<file path="config.mk">
export PLATFORM = sky130hd
export DESIGN_NAME = alu_arbiter
export DESIGN_NICKNAME = d
export VERILOG_FILES = /design/src/rtl/alu_arbiter.sv
export SDC_FILE = /design/constraint.sdc
export NUM_CORES = 1
export LEC_CHECK = 0
export BUFFER_PORTS_ARGS = -buffer_cell sky130_fd_sc_hd__buf_2
export CELL_PAD_IN_SITES_DETAIL_PLACEMENT = 0
export CELL_PAD_IN_SITES_GLOBAL_PLACEMENT = 2
export CORE_ASPECT_RATIO = 0.9
export CORE_MARGIN = 2
export CORE_UTILIZATION = 26
export DETAILED_ROUTE_END_ITERATION = 16
export HOLD_SLACK_MARGIN = 0.08
export PLACE_DENSITY_LB_ADDON = 0.1
export SETUP_SLACK_MARGIN = 0.1
export SLEW_MARGIN = 10
export SYNTH_ARGS = -nofsm -noshare
export SYNTH_HDL_FRONTEND = slang
export SYNTH_SLANG_ARGS = --single-unit
</file>
<file path="constraint.sdc">
create_clock -name clk -period 1.9 [get_ports clk]
set_clock_uncertainty 0.1 [all_clocks]
set_input_delay 0.19 -clock clk [delete_from_list [all_inputs] [get_ports clk]]
set_output_delay 0.19 -clock clk [all_outputs]
set_load 0.02 [all_outputs]
</file>
<file path="src/rtl/alu_arbiter.sv">
// alu_arbiter: round-robin sharing of one combinational ALU between two requesters (optional ALU_ARB_STATS_EN adds grant counters)
module alu_arbiter #(
  parameter int DATA_W = 32,
  parameter int OP_W = 4,
  parameter int STAT_W = 16
) (
  input  logic              clk,
  input  logic              rst_n,
  input  logic              req0_valid,
  input  logic [OP_W-1:0]   req0_op,
  input  logic [DATA_W-1:0] req0_a,
  input  logic [DATA_W-1:0] req0_b,
  output logic              req0_ready,
  input  logic              req1_valid,
  input  logic [OP_W-1:0]   req1_op,
  input  logic [DATA_W-1:0] req1_a,
  input  logic [DATA_W-1:0] req1_b,
  output logic              req1_ready,
  output logic [OP_W-1:0]   alu_op,
  output logic [DATA_W-1:0] alu_op1,
  output logic [DATA_W-1:0] alu_op2,
  input  logic [DATA_W-1:0] alu_res,
  output logic              rsp_valid,
  input  logic              rsp_ready,
  output logic              rsp_id,
  output logic [DATA_W-1:0] rsp_data,
`ifdef ALU_ARB_STATS_EN
  input  logic              stat_clr,
  output logic [STAT_W-1:0] grant0_cnt,
  output logic [STAT_W-1:0] grant1_cnt,
`endif
  output logic              busy
);
  typedef enum logic [1:0] {IDLE, EXEC, RESP} state_t;
  state_t state, next_state;
  logic rr_ptr, id_q, grant, idle, accept;
  assign idle = state == IDLE;
  assign grant = (req0_valid && req1_valid) ? rr_ptr : req1_valid;
  assign req0_ready = rst_n && idle && req0_valid && !grant;
  assign req1_ready = rst_n && idle && req1_valid && grant;
  assign accept = req0_ready || req1_ready;
  assign busy = !idle;
  // next state: accept moves to EXEC, EXEC is one cycle, RESP waits for the consumer
  always_comb begin
    next_state = state;
    next_state = idle ? (accept ? EXEC : IDLE) : (state == EXEC) ? RESP : (rsp_ready ? IDLE : RESP);
  end
  // state register
  always_ff @(posedge clk or negedge rst_n)
    if (!rst_n) state <= IDLE;
    else state <= next_state;
  // ALU operand capture, result capture and round-robin pointer update
  always_ff @(posedge clk or negedge rst_n)
    if (!rst_n) begin
      alu_op <= '0;
      alu_op1 <= '0;
      alu_op2 <= '0;
      id_q <= 1'b0;
      rr_ptr <= 1'b0;
      rsp_valid <= 1'b0;
      rsp_id <= 1'b0;
      rsp_data <= '0;
    end else begin
      if (accept) begin
        alu_op <= grant ? req1_op : req0_op;
        alu_op1 <= grant ? req1_a : req0_a;
        alu_op2 <= grant ? req1_b : req0_b;
        id_q <= grant;
      end
      if (state == EXEC) begin
        rsp_data <= alu_res;
        rsp_id <= id_q;
        rsp_valid <= 1'b1;
      end
      if (state == RESP && rsp_ready) begin
        rsp_valid <= 1'b0;
        rr_ptr <= ~id_q;
      end
    end
`ifdef ALU_ARB_STATS_EN
  // saturating per-port grant counters; clear beats a same-cycle increment
  always_ff @(posedge clk or negedge rst_n)
    if (!rst_n) begin
      grant0_cnt <= '0;
      grant1_cnt <= '0;
    end else if (stat_clr) begin
      grant0_cnt <= '0;
      grant1_cnt <= '0;
    end else begin
      if (req0_ready && !(&grant0_cnt)) grant0_cnt <= grant0_cnt + 1'b1;
      if (req1_ready && !(&grant1_cnt)) grant1_cnt <= grant1_cnt + 1'b1;
    end
`endif
endmodule

</file>
==> After elaboration in Yosys (flattened, before gate mapping) <==
Index checks and enable logic that the tools add are counted.
{ "op_classes": {"eq_ne": 2, "n_bitwise": 1, "n_reduce_logical": 12, "n_mux": 10} }
{ "ops": {"columns": ["cell", "n"], "rows": [
  ["$mux 32", 2],
  ["$logic_and 1x1->1", 7],
  ["$mux 2", 3],
  ["$mux 1", 4],
  ["$mux 4", 1],
  ["$eq 2x1->1 const B", 1],
  ["$eq 2x2->1 const B", 1],
  ["$logic_not 1->1", 2],
  ["$logic_not 2->1", 1],
  ["$reduce_bool 2->1", 1],
  ["$logic_or 1x1->1", 1],
  ["$not 1->1", 1]
]} }
{ "totals": {"ff_bits": 106, "elab_cells": 34, "out_inout_bits": 105, "inputBits": 173} }

==> Depth between registers and ports, before layout <==
Gate-level depths: netlist (run 1).
{ "depth": {"depth_word": 7, "mapped_depth": 6} }

==> Worst setup path before layout (run 1) <==
Ideal clock, no wire load.
{ "synth_timing": {"path_type": "register to output", "from": "register state[0]", "to": "output req0_ready", "arrival_time_ns": 1.235, "required_time_ns": 1.610, "slack_ns": 0.375, "path_stages_with_launch": 5, "cell_sequence": "dfrtp_1 nand4bb_1 buf_2 buf_2 nor2_1"} }
{ "synth_via": {"elab_chain_cells": 4} }
{ "synth_rtl": {"columns": ["item", "line_no", "source"], "rows": [
  ["start, declared", "35", "state_t state, next_state;"],
  ["start signal, assigned", "51", "else state <= next_state;"],
  ["$logic_not 2->1", "37", "assign idle = state == IDLE;"],
  ["$logic_and 1x1->1 (3 in a row)", "39", "assign req0_ready = rst_n && idle && req0_valid && !grant;"],
  ["end, declared", "13", "output logic req0_ready,"]
]} }
Every way passes these cells.

==> Final worst setup path (run 1) <==
{ "layout_timing": {"from": "register state[1]", "to": "output req1_ready"} }
{ "layout_via": {"elab_chain_cells": 4} }
{ "layout_rtl": {"columns": ["item", "line_no", "source"], "rows": [
  ["$logic_not 2->1", "37", null],
  ["$logic_and 1x1->1 (3 in a row)", "40", "assign req1_ready = rst_n && idle && req1_valid && grant;"],
  ["end, declared", "18", "output logic req1_ready,"]
]} }
Every way passes these cells.

==> results.py, run 1 <==
metrics = {
    "status": {
        "status": "finished clean",
    },
    "grt": {
        "antenna_found_initial": 0,
        "grt_pass1_vias": 5872,
        "gr-total-overflow": 0,
        "grt_pass1_wl_mm": 30.6,
        "grtUsageTotal_pct": 17.9,
        "grt_max_degree": 107,
        "top_usage_layer": "met2",
        "grt_use_met3_pct": 4.29,
        "met2_usage_pct": 31.7,
        "gr-usage-met1_pct": 21.5,
    },
    "routing": {
        "routedWlPerCell_um": 15.9,
        "num_vias": 5275,
        "drc": 0,
        "drtIter0Drc": 195,
        "ant_nets": 0,
        "drt_wl_total_mm": 18.7,
        "viasPerCell": 4.49,
        "dr.pass1.iters": 4,
    },
    "sta": {
        "worstMarginPinSlew_ps": 638,
        "relSlewSlack_pct": 57.5,
        "final-hold-violation-count": 0,
        "rsz0062_at_grt": "no",
        "period_share_pct": 91.4,
        "max_freq_mhz": 576,
        "setup_viol": 0,
        "drv_slew": 0,
        "final.min_clock_period_ps": 1740,
        "fin_setup_tns_ps": 0,
    },
    "critical_path": {
        "rr_endpoint": "alu_op2[19]",
        "r2r_start": "state[1]",
        "reg2reg_depth": 5,
        "cp-startpoint": "state[1]",
        "crit_end": "req1_ready",
        "crit_fanout": 4,
        "critPathArrivalTime_ps": 1450,
        "cp-start-kind": "flip-flop",
        "crit_type": "flip-flop to output port",
        "required_ps": 1610,
        "reg2reg_slack_ps": 240,
        "end_kind": "output port",
    },
    "synthesis": {
        "synth_cells": 473,
        "synth_area_mm2": 0.00520,
        "synth_cell_types": 22,
        "synth.most_common_cell": "dfrtp_1",
        "synth.top_cells.by_area": "dfrtp_1 51%, a211oi_2 16%, mux2_2 7.1%",
        "ys_seq_area_share_pct": 51.0,
        "ys_seq_elements": 106,
        "async_flop_share_pct": 100,
        "ys_top_cells_by_count": "106 x dfrtp_1, 69 x a21oi_1, 69 x inv_1",
        "synthFlopType": "dfrtp_1",
        "syn_nets": 646,
        "yosysTopAreaCellShare_pct": 51.0,
        "yosysTopAreaCell": "dfrtp_1",
        "syn_area_per_cell_um2": 11.0,
        "yosys_warnings": 0,
        "synth_edf_count": 0,
    },
    "placed_design": {
        "dp.cells": 979,
        "place_hpwl_mm": 12.0,
        "io_buffers": 277,
        "gp_congestion": 0.759,
    },
    "clocking": {
        "clock_latency_ps": 350,
        "cts_max_level": 3,
        "cts_tree": "yes",
        "clk_pin_slew_ps": 80,
        "cts_inserted_buffers": 9,
        "clock_sinks": 106,
        "cts_root_buf": "clkbuf_16",
        "cts_buffer_depth": 2,
    },
    "power": {
        "p_leak_nw": 4.15,
        "p_per_area_mw_per_mm2": 1310,
        "power.total_mw": 11.8,
        "ir_drop_mv": 0.610,
    },
    "floorplan": {
        "core_mm2": 0.0198,
        "die_w_um": 153,
        "pin_count": 278,
        "fp.dieH_um": 138,
        "start_util_pct": 26.2,
        "fp-row-count": 49,
        "dieArea_mm2": 0.0211,
    },
    "job": {
        "cap_violations": 0,
    },
    "final_layout": {
        "finalNonFillerCells": 1175,
        "fin_nets": 1088,
        "n_fill_cell": 1952,
        "diodes": 0,
        "drive_gt1_share_pct": 46.6,
        "area_growth_pct": 73.3,
    },
    "worst_hold_path": {
        "hp-class": "input pin to flip-flop",
    },
}
kinds of logic (layout without fill, tap and decap cells):
| kind of cell | count (synthesis) | in the layout | synth area share, % |
|---|---|---|---|
| buffers and inverters | 112 | 559 | 10.0 |
| AO/OA/AOI/OAI | 141 | 141 | 23.5 |
| AND/OR/NAND/NOR | 81 | 81 | 8.31 |
| multiplexers | 33 | 33 | 7.15 |
| flip-flops | 106 | 106 | 51.0 |
cell usage in the layout (no fill, tap or decap), drive strengths merged:
cell         instances
a211oi              68
a21o                 1
a21oi               69
and2                 3
and3                 1
buf                303
bufbuf               1
bufinv               1
clkbuf              11
clkinv               1
clkinvlp             1
dfrtp              106
dlygate4sd3        170
inv                 71
mux2                33
nand2                1
nand2b               2
nand4bb              1
nor2                 2
nor3                68
nor3b                1
o21ai                2
o31ai                1
or2                  2
per-stage QoR:
stage	area [um^2]	hold slack (ps)	utilization (%)	setup slack, ps
finish	9000	329	45.5	164
detailed placement	6870	295	34.7	157
floorplan	5200	-206	-	375
CTS	8980	339	45.3	125
global route	9000	350	45.5	106
global placement	6870	292	34.7	162
where the power goes:
group / switching (mW) / internal, mW
Sequential: 0.561 / 3.35
Combinational: 3.37 / 2.51
Clock: 0.894 / 1.07
Total: 4.83 / 6.93
layout make-up:
cell class	instances	area [um^2]	area share (%)
Clock inverter	5	60.1	0.667
Sequential cell	106	2660	29.5
Timing Repair Buffer	474	3420	38.0
Tap cell	255	319	3.54
Multi-Input combinational cell	255	2050	22.8
Clock buffer	11	243	2.70
Inverter	69	259	2.88
critical path: stages (launching register included):
cell and delay [ps]:
dfrtp_2 440, nor3b_4 210, and3_4 240, buf_6 100, buf_6 100
registers in the layout, indices dropped and copies added (netlist names):
signal	count
alu_op2	32
rsp_data	32
alu_op	4
alu_op1	32
rsp_id	1
rsp_valid	1
id_q	1
state	2
rr_ptr	1
routing by layer:
metal	up-vias	wire [um]
met1	2535	8080
met4	0	394
met2	179	9210
li1	2535	-
met5	-	0
met3	26	1030
how the worst min path moves through the flow:
stage / startpoint / depth (start not counted) / end
after global routing: rst_n / 5 / alu_op1[17]
after floorplan: rst_n / 0 / alu_op1[0]
after CTS: rst_n / 5 / alu_op2[29]
after global placement: rst_n / 2 / alu_op1[13]
after detailed placement: rst_n / 2 / alu_op1[14]
final: rst_n / 5 / alu_op1[17]
what timing repair did:
item | in CTS | in global routing
resized for setup | 9 | 2
pin swaps | 3 | 3
endpoints found under the setup margin | 2 | 2
setup buffers | 6 | 3
gates cloned | 1 | 0
hold buffers | 170 | 0
hold endpoints to repair | 209 | 0
(Power assumes the default switching activity.)
==> inputs of run 2 (changes only) <==
Settings changed: CTS_CLUSTER_DIAMETER set to 80, RECOVER_POWER set to 100.
==> results.py, run 2 (synthesized netlist as in run 1, its figures left out) <==
metrics = {
    "floorplan": {
        "start_util_pct": 26.2,
        "dieArea_mm2": 0.0211,
        "pin_count": 278,
        "fp-row-count": 49,
        "core_mm2": 0.0198,
        "fp.dieH_um": 138,
        "die_w_um": 153,
    },
    "sta": {
        "max_freq_mhz": 574,
        "fin_setup_tns_ps": 0,
        "final-hold-violation-count": 0,
        "relSlewSlack_pct": 30.0,
        "setup_ws_ps": 157,
        "final.min_clock_period_ps": 1740,
        "period_share_pct": 91.7,
        "worstMarginPinSlew_ps": 1050,
        "drv_slew": 0,
        "hold_ws_ps": 329,
        "setup_viol": 0,
        "rsz0062_at_grt": "no",
    },
    "worst_hold_path": {
        "holdCritStartpoint": "rst_n",
        "min_to": "alu_op1[17]",
        "hp-class": "input pin to flip-flop",
        "hold_depth": 5,
    },
    "power": {
        "p_leak_nw": 3.84,
        "ir_drop_mv": 0.607,
        "power.total_mw": 11.3,
        "p_seq_share_pct": 34.8,
        "p_int_mw": 6.51,
        "combPwrFrac_pct": 47.9,
        "power_frac_clock_pct": 17.3,
        "swShare_pct": 42.6,
        "switchingPower_mw": 4.82,
        "p_per_area_mw_per_mm2": 1300,
    },
    "status": {
        "status": "finished clean",
    },
    "grt": {
        "grt_pass1_wl_mm": 30.6,
        "grt_max_degree": 107,
        "gr-total-overflow": 0,
        "grt_pass1_vias": 5872,
        "grtUsageTotal_pct": 17.9,
        "antenna_found_initial": 0,
    },
    "final_layout": {
        "area_growth_pct": 68.2,
        "reg_top3": "alu_op1 x32, alu_op2 x32, rsp_data x32",
        "final_common_cell": "buf_2",
        "finalNonFillerCells": 1175,
        "fin_util_pct": 44.1,
        "final_cell_mix": "171 x buf_2, 170 x dlygate4sd3_1, 108 x clkbuf_1",
        "n_fill_cell": 2030,
        "drive_gt1_share_pct": 33.5,
        "fin_nets": 1088,
        "diodes": 0,
        "multi_input_area_mm2": 0.00198,
        "seq_area_mm2": 0.00266,
        "final_area_mm2": 0.00874,
    },
    "critical_path": {
        "rr_endpoint": "rsp_data[14]",
        "cp-start-kind": "flip-flop",
        "reg2reg_depth": 4,
        "critPathMaxStageDelay_ps": 430,
        "reg2reg_slack_ps": 160,
        "cp_slowest_cell": "clkbuf_4",
        "timing.critical_path.cells": "clkbuf_1 -> nand2b_1 -> clkbuf_4 -> mux2_2",
        "crit_type": "flip-flop to flip-flop",
        "r2r_start": "state[1]",
        "crit_fanout": 33,
        "cp-startpoint": "state[1]",
        "critPathBufInv": 2,
        "required_ps": 2030,
        "end_kind": "flip-flop",
        "crit_family": "buffers and inverters",
        "critPathArrivalTime_ps": 1870,
    },
    "routing": {
        "ant_nets": 0,
        "drtIter0Drc": 229,
        "num_vias": 5276,
        "dr.pass1.iters": 4,
        "drc": 0,
        "drt_wl_total_mm": 18.8,
        "routedWlPerCell_um": 16.0,
        "viasPerCell": 4.49,
    },
    "placed_design": {
        "gp_congestion": 0.759,
        "io_buffers": 277,
        "place_ws_ps": 157,
        "dpl-instance-area_mm2": 0.00687,
        "place_hpwl_mm": 12.0,
        "dp.cells": 979,
    },
    "clocking": {
        "cts_inserted_buffers": 9,
        "cts_tree": "yes",
        "clk_pin_slew_ps": 80,
        "clock_latency_ps": 340,
        "cts_max_level": 3,
        "clock_sinks": 106,
        "cts_root_buf": "clkbuf_16",
        "cts_buffer_depth": 2,
    },
    "job": {
        "cap_violations": 0,
    },
}
[run 2: worst max path at each step]
stage,end,depth (start not counted)
floorplan,req0_ready,4
global placement,req1_ready,4
detailed placement,req1_ready,4
CTS,req0_ready,4
global route,alu_op2[11],5
finish,rsp_data[14],4
[run 2: timing repair]
item,CTS,global route
pin swaps,3,3
cloned,1,0
buffers inserted,6,3
hold endpoints to repair,209,0
resized for setup,9,2
setup endpoints to repair,2,2
hold buffers,170,0
[run 2: cell type report]
type | count | area share [%]
flip-flops and latches | 106 | 30.4
repair buffers | 474 | 36.9
well taps | 255 | 3.65
clock inverters | 5 | 0.687
clock buffers | 11 | 2.78
inverters | 69 | 2.96
multi-input cells | 255 | 22.7
[run 2: worst min-delay path: stages]
cell       delay [ps]
buf_4             130
nand4bb_4         100
buf_12            120
nor3_1             50
a211oi_2          130
[run 2: routing by layer]
| metal | vias to the layer above | share of wire [%] | wire length (um) | global-route usage, % |
|---|---|---|---|---|
| met5 | - | 0 | 0 | 0 |
| met4 | 0 | 2.1 | 393 | 5.36 |
| met3 | 26 | 5.5 | 1040 | 4.29 |
| met2 | 181 | 49 | 9160 | 31.7 |
| met1 | 2539 | 44 | 8210 | 21.5 |
| li1 | 2530 | - | - | - |
[run 2: power by group through the flow]
stage / combinational (mW) / clock (mW) / sequential [mW]
3_5_place_dp: 5.53 / 0 / 3.94
5_1_grt: 5.86 / 2.12 / 4.10
6_report: 5.43 / 1.96 / 3.95
4_1_cts: 5.93 / 2.04 / 3.91
3_3_place_gp: 5.47 / 0 / 3.94
2_1_floorplan: 2.24 / 0 / 5.26
